===== src/rtl/prg_loader_pkg.sv =====
// Shared encoding for the brainhack program loader and core decode.
// Command codes, the HALT terminator and the FSM state type live here so that
// the loader's encoder and the core's decoder cannot disagree.
package prg_loader_pkg;

    localparam int INSTR_W = 4;

    localparam logic [INSTR_W-1:0] OP_INC   = 4'h0;  // '+'
    localparam logic [INSTR_W-1:0] OP_DEC   = 4'h1;  // '-'
    localparam logic [INSTR_W-1:0] OP_RIGHT = 4'h2;  // '>'
    localparam logic [INSTR_W-1:0] OP_LEFT  = 4'h3;  // '<'
    localparam logic [INSTR_W-1:0] OP_OPEN  = 4'h4;  // '['
    localparam logic [INSTR_W-1:0] OP_CLOSE = 4'h5;  // ']'
    localparam logic [INSTR_W-1:0] OP_OUT   = 4'h6;  // '.'
    localparam logic [INSTR_W-1:0] OP_IN    = 4'h7;  // ','
    localparam logic [INSTR_W-1:0] OP_HALT  = 4'hF;

    typedef enum logic [1:0] {
        ST_LOAD = 2'd0,
        ST_TERM = 2'd1,
        ST_DONE = 2'd2,
        ST_ERR  = 2'd3
    } state_t;

endpackage


===== src/rtl/bf_char_encoder.sv =====
// Combinational classifier: maps an ASCII source byte to its command code and
// flags whether it is a command at all and whether it opens or closes a loop.
module bf_char_encoder (
    input  logic       [7:0] ch,
    output logic             is_cmd,
    output logic             is_open,
    output logic             is_close,
    output logic       [3:0] code
);
    import prg_loader_pkg::*;

    // Decode the eight command characters; anything else is a comment.
    always_comb begin
        is_cmd   = 1'b1;
        is_open  = 1'b0;
        is_close = 1'b0;
        code     = OP_INC;
        case (ch)
            8'h2B: code = OP_INC;                           // '+'
            8'h2D: code = OP_DEC;                           // '-'
            8'h3E: code = OP_RIGHT;                         // '>'
            8'h3C: code = OP_LEFT;                          // '<'
            8'h5B: begin code = OP_OPEN;  is_open  = 1'b1; end
            8'h5D: begin code = OP_CLOSE; is_close = 1'b1; end
            8'h2E: code = OP_OUT;                           // '.'
            8'h2C: code = OP_IN;                            // ','
            default: is_cmd = 1'b0;
        endcase
    end

endmodule


===== src/rtl/prg_loader.sv =====
// Program loader: filters and encodes a source byte stream into program RAM,
// terminates the image with HALT, checks bracket balance and capacity, and
// keeps the core held until a complete, valid image has been written.
module prg_loader #(
    parameter int PRGMEM_ADDR_WIDTH = 8,
    parameter int INSTR_WIDTH       = 4,
    parameter int DEPTH_WIDTH       = 4
) (
    input  logic                         clock,
    input  logic                         reset,
    input  logic                         in_valid,
    output logic                         in_ready,
    input  logic [7:0]                   in_data,
    input  logic                         in_last,
    output logic                         prg_we,
    output logic [PRGMEM_ADDR_WIDTH-1:0] prg_addr,
    output logic [INSTR_WIDTH-1:0]       prg_data,
    output logic [PRGMEM_ADDR_WIDTH-1:0] prg_len,
    output logic                         cpu_hold,
    output logic                         done,
    output logic                         error
);
    import prg_loader_pkg::*;

    // Last address is reserved for HALT, so commands may only use 0..ADDR_LAST-1.
    localparam logic [PRGMEM_ADDR_WIDTH-1:0] ADDR_LAST = '1;
    localparam logic [DEPTH_WIDTH-1:0]       DEPTH_MAX = '1;

    state_t                         state, state_n;
    logic [PRGMEM_ADDR_WIDTH-1:0]   wr_ptr, wr_ptr_n;
    logic [DEPTH_WIDTH-1:0]         depth, depth_n;
    logic                           we_n;
    logic [PRGMEM_ADDR_WIDTH-1:0]   addr_n;
    logic [INSTR_WIDTH-1:0]         data_n;
    logic [PRGMEM_ADDR_WIDTH-1:0]   len_n;

    logic       is_cmd, is_open, is_close;
    logic [3:0] code;
    logic       fail;

    bf_char_encoder u_enc (
        .ch       (in_data),
        .is_cmd   (is_cmd),
        .is_open  (is_open),
        .is_close (is_close),
        .code     (code)
    );

    // Any one of these makes the current byte fatal; it is then never written.
    assign fail = (is_cmd   && (wr_ptr == ADDR_LAST)) ||
                  (is_close && (depth == '0))        ||
                  (is_open  && (depth == DEPTH_MAX));

    // Status outputs decode directly from the registered state.
    always_comb begin
        in_ready = (state == ST_LOAD);
        done     = (state == ST_DONE);
        error    = (state == ST_ERR);
        cpu_hold = (state != ST_DONE);
    end

    // Next-state and next-output logic for the load sequence.
    always_comb begin
        state_n  = state;
        wr_ptr_n = wr_ptr;
        depth_n  = depth;
        we_n     = 1'b0;
        addr_n   = prg_addr;
        data_n   = prg_data;
        len_n    = prg_len;
        case (state)
            ST_LOAD: begin
                if (in_valid) begin
                    if (fail) begin
                        state_n = ST_ERR;
                    end else begin
                        if (is_cmd) begin
                            we_n     = 1'b1;
                            addr_n   = wr_ptr;
                            data_n   = INSTR_WIDTH'(code);
                            wr_ptr_n = wr_ptr + 1'b1;
                        end
                        if (is_open)  depth_n = depth + 1'b1;
                        if (is_close) depth_n = depth - 1'b1;
                        if (in_last)  state_n = ST_TERM;
                    end
                end
            end
            ST_TERM: begin
                // HALT is written even for an unbalanced image; the error flag
                // tells the core not to trust it.
                we_n   = 1'b1;
                addr_n = wr_ptr;
                data_n = INSTR_WIDTH'(OP_HALT);
                if (depth != '0) begin
                    state_n = ST_ERR;
                end else begin
                    state_n = ST_DONE;
                    len_n   = wr_ptr;
                end
            end
            default: ;
        endcase
    end

    // State, counters and registered RAM-write outputs.
    always_ff @(posedge clock) begin
        if (reset) begin
            state    <= ST_LOAD;
            wr_ptr   <= '0;
            depth    <= '0;
            prg_we   <= 1'b0;
            prg_addr <= '0;
            prg_data <= '0;
            prg_len  <= '0;
        end else begin
            state    <= state_n;
            wr_ptr   <= wr_ptr_n;
            depth    <= depth_n;
            prg_we   <= we_n;
            prg_addr <= addr_n;
            prg_data <= data_n;
            prg_len  <= len_n;
        end
    end

endmodule


===== config.mk =====
export PLATFORM = sky130hd
export DESIGN_NAME = prg_loader
export DESIGN_NICKNAME = d
export VERILOG_FILES = /design/src/rtl/prg_loader_pkg.sv /design/src/rtl/bf_char_encoder.sv /design/src/rtl/prg_loader.sv
export SDC_FILE = /design/constraint.sdc
export NUM_CORES = 1
export LEC_CHECK = 0
export CORE_UTILIZATION = 33
export CTS_CLUSTER_DIAMETER = 60
export DETAILED_ROUTE_END_ITERATION = 16
export HOLD_SLACK_MARGIN = 0.03
export PLACE_DENSITY_LB_ADDON = 0.15
export SLEW_MARGIN = 20
export SYNTH_ARGS = -nofsm -noshare
export SYNTH_HDL_FRONTEND = slang
export SYNTH_HIERARCHICAL = 1
export SYNTH_SLANG_ARGS = --single-unit

===== constraint.sdc =====
create_clock -name clock -period 4.2 [get_ports clock]
set_input_delay 0.84 -clock clock [delete_from_list [all_inputs] [get_ports clock]]
set_output_delay 0.84 -clock clock [all_outputs]
set_load 0.02 [all_outputs]

# --- Word level (Yosys, flattened, before mapping) ---
# Index checks and enable logic that the tools add are counted.
totals:
  reg_bits: 35
  output_inout_bits: 25
classes:
  n_addsub: 3
  n_eq_ne: 18
  n_mux: 23
  n_bitwise: 2
  n_reduce_logical: 16
ops:
  columns: ["cell", "count"]
  rows:
  - ["$eq A8 B6 Y1 const B", 6]
  - ["$mux W8", 3]
  - ["$pmux W3 S7", 1]
  - ["$mux W4", 5]
  - ["$eq A8 B7 Y1 const B", 2]
  - ["$pmux W8 S2", 1]
  - ["$reduce_and A4 Y1", 3]
  - ["$add A8 B1 Y8 const B", 1]
  - ["$eq A8 B8 Y1 const B", 1]
  - ["$pmux W4 S2", 1]
  - ["$reduce_or A8 Y1", 1]
  - ["$mux W1", 7]
  - ["$mux W2", 3]
  - ["$ne A2 B2 Y1 const B", 3]
  - ["$add A4 B1 Y4 const B", 1]
  - ["$eq A2 B2 Y1 const B", 2]
  - ["$eq A4 B4 Y1 const B", 1]
  - ["$logic_not A4 Y1", 1]
  - ["$pmux W2 S2", 1]
  - ["$reduce_bool A2 Y1", 2]
  - ["$reduce_bool A4 Y1", 1]
  - ["$sub A4 B1 Y4 const B", 1]
  - ["$logic_and A1 B1 Y1", 3]
  - ["$ne A3 B1 Y1 const B", 1]
  - ["8 further kinds", 10]

# --- Depth between registers and ports, before layout ---
# Gate-level depths: netlist (run 1).
depth:
  depth_word: 9
  depth_mapped: 9
  ltp_nobuf: 8

# --- Hierarchy ---
# The synthesis (run 1) kept the hierarchy.
by_module_without_submodules:
  columns: ["module", "n_inst", "cells_each", "area_each_um2"]
  rows:
  - ["prg_loader", 1, 175, 1616.6]
  - ["bf_char_encoder", 1, 26, 165.2]

# --- Worst setup path after synthesis (run 1) ---
# Ideal clock, no wire load.
synth_path:
  path_type: "input-to-reg"
  from: "input port in_data[5]"
  to: "register depth[3]"
  setup_ps: 121
  arrival_ps: 2870
  slack_ps: 1210
  cell_stages: 9
  path_cell_list: "and3b_1 -> clkbuf_1 -> nand2_1 -> nor3_1 -> ha_1 -> a21oi_1 -> a21oi_1 -> nor4_1 -> mux2_2"
synth_via:
  elab_cells_between_ends: 21
  cone_classes: "8 x eq/ne; 4 x mux; 1 x bitwise; 8 x reduce/logical"
synth_lines:
  columns: ["item", "line_no", "text"]
  rows:
  - ["from (decl)", "prg_loader.sv:13", "input logic [7:0] in_data,"]
  - ["$eq A8 B7 Y1 *", "bf_char_encoder.sv:18", "case (ch)"]
  - ["$mux W1 *", "bf_char_encoder.sv:18", null]
  - ["via is_close", "prg_loader.sv:37", "logic is_cmd, is_open, is_close;"]
  - ["$logic_and A1 B1 Y1", "prg_loader.sv:51", "(is_close && (depth == '0)) ||"]
  - ["$logic_or A1 B1 Y1", "prg_loader.sv:50", "assign fail = (is_cmd && (wr_ptr == ADDR_LAST)) ||"]
  - ["$logic_or A1 B1 Y1", "prg_loader.sv:51", null]
  - ["$not A1 Y1 (no source line)", null, null]
  - ["$reduce_and A4 Y1 (no source line)", null, null]
  - ["to (signal assigned)", "prg_loader.sv:119", "depth <= depth_n;"]
  - ["to (decl)", "prg_loader.sv:31", "logic [DEPTH_WIDTH-1:0] depth, depth_n;"]
# Mark *: on every way through the listed nets, which the timed path passes. The rest lies on a longest branch.
# A chain may end at the register's enable or synchronous reset.

# --- Final worst setup path (run 1) ---
layout_path:
  from: "input port in_data[0]"
  to: "register depth[3]"
# The elaborated chain is that of the path after synthesis.

==> results.sh, run 1 <==
export IMPL_start_util=0.347
export IMPL_row_count=26
export IMPL_cp_required_ns=4.37
export IMPL_syn_nets=217
export IMPL_critical_path_class="primary input to register"
export IMPL_slew_viol_final=0
export IMPL_cts_buffers=5
export IMPL_place_congestion=0.731
export IMPL_ys_flop_type="dfxtp_1"
export IMPL_cp_end_kind="register"
export IMPL_comb_power_share=0.129
export IMPL_maxSlewHeadroom=0.509
export IMPL_grt_max_degree=26
export IMPL_worstPathMaxFanout=6
export IMPL_viasPerCell=5.13
export IMPL_max_freq_mhz=291
export IMPL_cts_hold_buf=0
export IMPL_power_leakage_nw=0.823
export IMPL_min_path_cells=2
export IMPL_drt_pass1_iterations=4
export IMPL_clkPwrFrac=0.358
export IMPL_path_depth=9
export IMPL_cp_data_arrival_time_ns=3.61
export IMPL_routedWlPerCell_um=13.1
export IMPL_drive_gt1_frac=0.0763
export IMPL_synthCells=201
export IMPL_cts_repair_resized=0
export IMPL_vias=1570
export IMPL_cts_sinks=35
export IMPL_ff2ff_path_depth=4
export IMPL_critPathMaxStageDelay_ns=0.61
export IMPL_finalSetupViolCount=0
export IMPL_critPathSlowestCell="nor3_1"
export IMPL_worst_pin_slew_ns=0.731
export IMPL_ys_seq_elements=35
export IMPL_hp_class="register to register"
export IMPL_antenna_left=0
export IMPL_dieArea_um2=5700
export IMPL_avgSynthCellArea_um2=8.86
export IMPL_final_cells=306
export IMPL_p_int_uw=496
export IMPL_cts_tree="yes"
export IMPL_top_layer="met4"
export IMPL_peakVddDrop_mv=0.144
export IMPL_met1_length_um=2010
export IMPL_pwr_share_seq=0.513
export IMPL_cts_setup_buffers=0
export IMPL_async_flop_share=0
export IMPL_coreArea_um2=5140
export IMPL_total_power_uw=672
export IMPL_wl_um=4010
export IMPL_wl_met2_um=1820
export IMPL_crit_buf_inv=1
export IMPL_port_buffers=36
export IMPL_drv_cap=0
export IMPL_dieHeight_um=75.5
export IMPL_post_route_min_period_ns=3.44
export IMPL_p_sw_uw=176
export IMPL_area_growth_pct=28.1
export IMPL_insertion_delay_ns=0.29
export IMPL_cp_top_family="simple AND/OR/NAND/NOR gates"
export IMPL_crit_path_start_kind="primary input"
export IMPL_overflow=0
export IMPL_finalHoldViolCount=0
export IMPL_clockBufferDepth=2
export IMPL_rsz0062_at_grt="no"
export IMPL_grt_pass1_vias=1447
export IMPL_crit_top_cell="a21oi_1"
export IMPL_die_x_um=75.5
export IMPL_ios=37
export IMPL_dp_cells=298
export IMPL_antenna_found_initial=0
export IMPL_htree_levels=2
export IMPL_track_usage=0.150
export IMPL_drc=0
export IMPL_yosys_warnings=6
export IMPL_synth_edf_count=0
export IMPL_clockRootBuffer="clkbuf_8"
export IMPL_swShare=0.262
export IMPL_synth_cell_types=49
export IMPL_hpwlAfterDp_um=2890
export IMPL_path_cells="clkdlybuf4s50_1 > nor2b_1 > nand2_1 > nor3_1 > ha_1 > a21oi_1 > a21oi_1 > nor4_1 > mux2_2"
export IMPL_grt_pass1_wl_um=6570
export IMPL_outcome="finished clean"
export IMPL_synth_area_um2=1780
export IMPL_path_clk_slew_ns=0.08
export IMPL_wl_met3_um=132
export IMPL_nNetsFinal=251
export IMPL_synth_yosys_seq_area_share=0.393
export IMPL_fin_skew_ns=0.0105
export IMPL_fin_setup_tns_ns=0
export IMPL_powerDensity_nw_per_um2=294
export IMPL_fin_crit_sh=0.818
export IMPL_first_iter_violations=55
export IMPL_antenna_cells=0
==> worst paths after layout <==
check	start	endpoint	slack (ns)
max reg2reg	depth[1]	prg_data[0]	2.20
min reg2reg	prg_addr[7]	prg_addr[7]	0.46
min	prg_addr[7]	prg_addr[7]	0.46
max	in_data[0]	depth[3]	0.76
==> cell type report <==
cell class	instances	area (um^2)
Fill cell	542	2860
Multi-Input combinational cell	147	1000
Sequential cell	35	701
Timing Repair Buffer	37	368
Tap cell	70	87.6
Clock buffer	5	68.8
Inverter	9	33.8
Clock inverter	3	20.0
==> cells in the final DEF (no fill, tap or decap), types with 4 or more instances in the layout <==
master	n
mux2i_1	17
o31ai_1	4
nor2_1	14
inv_1	9
dfxtp_1	35
nand2_1	23
o221a_1	4
a21oi_1	15
nor2b_1	4
nand3_1	6
or4_1	4
clkdlybuf4s50_1	36
clkbuf_8	5
o21ai_0	8
==> tightest hold or removal path: cells and delay by family, from the launching register on <==
kind	cells	cell delay [ns]
DFF	1	0.32
muxes	1	0.05
and+or+nand+nor	1	0.05
==> Yosys cell counts (all sizes together) (4+ instances only) <==
master	instances	area, um^2
o31ai	4	30.0
nor2b	4	25.0
mux2i	17	170
o221a	4	45.0
nor2	14	52.6
nand2	23	86.3
dfxtp	35	701
a21oi	15	75.1
or2	4	25.0
nand3	6	30.0
clkbuf	7	26.3
inv	9	33.8
o21ai	8	40.0
or4	4	30.0
==> sequential cells by signal (all words and copies together) (netlist names) <==
| register | count |
|---|---|
| wr_ptr | 8 |
| prg_len | 8 |
| prg_addr | 8 |
| depth | 4 |
| state | 2 |
| prg_data | 4 |
| prg_we | 1 |
==> layer usage <==
layer / global-route usage / up-vias
li1: - / 799
met1: 0.201 / 738
met2: 0.234 / 28
met3: 0.0317 / 5
met4: 0.0658 / 0
met5: 0 / -
==> power groups by stage <==
stage               clock network [mW]  registers (mW)  logic, mW
floorplan                            0           0.356     0.0468
global placement                     0           0.353     0.0874
detailed placement                   0           0.353     0.0875
CTS                              0.250           0.345     0.0878
global route                     0.263           0.346     0.0949
finish                           0.240           0.345     0.0870
==> cells by family after synthesis <==
family / synth area share
compound gates: 0.184
fa+ha+maj: 0.0323
mux: 0.102
buf+inv: 0.0435
xor+xnor: 0.00492
other cells: 0.00210
flops: 0.393
simple gates: 0.238
==> metrics by stage <==
step | hold WS (ns) | setup WS [ns] | instance area, um^2 | utilization
after floorplan | 0.472 | 1.21 | 1780 | -
after global placement | 0.448 | 0.611 | 2190 | 0.427
after detailed placement | 0.452 | 0.498 | 2190 | 0.427
after CTS | 0.463 | 0.802 | 2280 | 0.444
after global routing | 0.486 | 0.616 | 2280 | 0.444
final | 0.461 | 0.764 | 2280 | 0.444
Power figures use the tool's default switching activity.
==> run 2: changes to the inputs <==
==> constraint.sdc (replaced) <==
create_clock -name clock -period 3.1 [get_ports clock]
set_input_delay 0.62 -clock clock [delete_from_list [all_inputs] [get_ports clock]]
set_output_delay 0.62 -clock clock [all_outputs]
set_load 0.02 [all_outputs]
==> results.sh, run 2 (same netlist as run 1, synthesis figures left out) <==
export IMPL_crit_path_start_kind="primary input"
export IMPL_area_growth_pct=34.6
export IMPL_layout_common_cells="clkdlybuf4s50_1 (36), dfxtp_1 (35), nand2_1 (23)"
export IMPL_cts_tree="yes"
export IMPL_drive_gt1_frac=0.124
export IMPL_routedWlPerCell_um=12.8
export IMPL_cp_required_ns=3.32
export IMPL_vias=1592
export IMPL_drv_cap=0
export IMPL_multi_input_area_um2=1000
export IMPL_antenna_cells=0
export IMPL_drt_pass1_iterations=4
export IMPL_worst_pin_slew_ns=0.586
export IMPL_fin_crit_sh=0.918
export IMPL_critPathMaxStageDelay_ns=0.54
export IMPL_nNetsFinal=265
export IMPL_cts_sinks=35
export IMPL_dieArea_um2=5700
export IMPL_finalHoldViolCount=0
export IMPL_fin_area_um2=2400
export IMPL_path_cells="clkdlybuf4s50_1 > or4b_4 > or2_0 > a21oi_1 > and4bb_2 > o21ai_0 > or4_1 > a21oi_1"
export IMPL_peakVddDrop_mv=0.195
export IMPL_htree_levels=2
export IMPL_cts_hold_buf=0
export IMPL_slew_viol_final=0
export IMPL_cts_repair_resized=0
export IMPL_fin_skew_ns=0.00753
export IMPL_first_iter_violations=86
export IMPL_top_regs="prg_addr: 8 flops, prg_len: 8 flops, wr_ptr: 8 flops"
export IMPL_cp_end_kind="register"
export IMPL_critical_path_class="primary input to register"
export IMPL_post_route_min_period_ns=2.85
export IMPL_overflow=0
export IMPL_crit_top_cell="a21oi_1"
export IMPL_viasPerCell=4.98
export IMPL_hp_class="register to register"
export IMPL_fin_setup_tns_ns=0
export IMPL_cts_buffers=5
export IMPL_grt_max_degree=25
export IMPL_place_congestion=0.716
export IMPL_rsz0062_at_grt="no"
export IMPL_hpwlAfterDp_um=3000
export IMPL_final_common_cell="clkdlybuf4s50_1"
export IMPL_die_x_um=75.5
export IMPL_maxSlewHeadroom=0.608
export IMPL_coreArea_um2=5140
export IMPL_powerDensity_nw_per_um2=399
export IMPL_place_area_um2=2300
export IMPL_grt_pass1_wl_um=6600
export IMPL_critPathSlowestCell="or4b_4"
export IMPL_antenna_left=0
export IMPL_port_buffers=36
export IMPL_max_freq_mhz=351
export IMPL_outcome="finished clean"
export IMPL_cp_data_arrival_time_ns=3.07
export IMPL_fill_cells=533
export IMPL_start_util=0.347
export IMPL_clockBufferDepth=2
export IMPL_path_clk_slew_ns=0.07
export IMPL_track_usage=0.156
export IMPL_wl_um=4100
export IMPL_antenna_found_initial=0
export IMPL_finalSetupViolCount=0
export IMPL_drc=0
export IMPL_dieHeight_um=75.5
export IMPL_grt_pass1_vias=1389
export IMPL_clockRootBuffer="clkbuf_8"
export IMPL_ios=37
export IMPL_power_leakage_nw=0.905
export IMPL_worstPathMaxFanout=3
export IMPL_cts_setup_buffers=0
export IMPL_row_count=26
export IMPL_register_area_um2=701
export IMPL_insertion_delay_ns=0.28
## run 2: cell count changes in the layout (fill, tap and decap cells not counted)
cell	delta
buf_4	+14
clkbuf_1	+1
clkbuf_8	+2
clkinv_2	-1
clkinvlp_4	-2
## run 2: worst paths after layout
check / end / cells past startpoint / from / slack, ns
max: wr_ptr[4] / 8 / in_data[7] / 0.25
min reg2reg: prg_addr[4] / 2 / prg_addr[4] / 0.46
max reg2reg: prg_len[0] / 4 / depth[0] / 1.23
min: prg_addr[4] / 2 / prg_addr[4] / 0.46
## run 2: final cells by class
type | count | area share
multi-input combinational | 147 | 0.418
sequential | 35 | 0.292
timing repair buffer | 51 | 0.197
clock buffer | 8 | 0.0417
tap | 70 | 0.0365
inverter | 9 | 0.0141
## run 2: per-stage QoR
stage | hold WS (ns) | cells | setup WS, ns | power [mW] | util
3_5_place_dp | 0.450 | 312 | -0.0313 | 0.603 | 0.447
3_3_place_gp | 0.448 | 312 | 0.0157 | 0.602 | 0.447
6_report | 0.459 | 320 | 0.254 | 0.956 | 0.467
5_1_grt | 0.478 | 320 | 0.121 | 0.998 | 0.467
2_1_floorplan | 0.472 | 201 | 0.330 | 0.546 | -
4_1_cts | 0.462 | 320 | 0.264 | 0.966 | 0.467
## run 2: power by group
group	internal, mW	leakage (nW)	switching [mW]	total [mW]
Clock	0.203	0.0515	0.162	0.365
Combinational	0.0631	0.570	0.0616	0.125
Sequential	0.458	0.283	0.00812	0.467
## run 2: routing by layer
metal,GRT usage,wire [um],vias up
met5,0,0,-
li1,-,-,829
met4,0.0556,47,0
met2,0.236,1800,27
met3,0.0437,129,5
met1,0.212,2120,731
## run 2: critical path, delay by kind of cell
| kind | cells | cell delay (ns) |
|---|---|---|
| and+or+nand+nor | 4 | 1.54 |
| AOI/OAI and AO/OA | 3 | 0.48 |
| buffers and inverters | 1 | 0.43 |
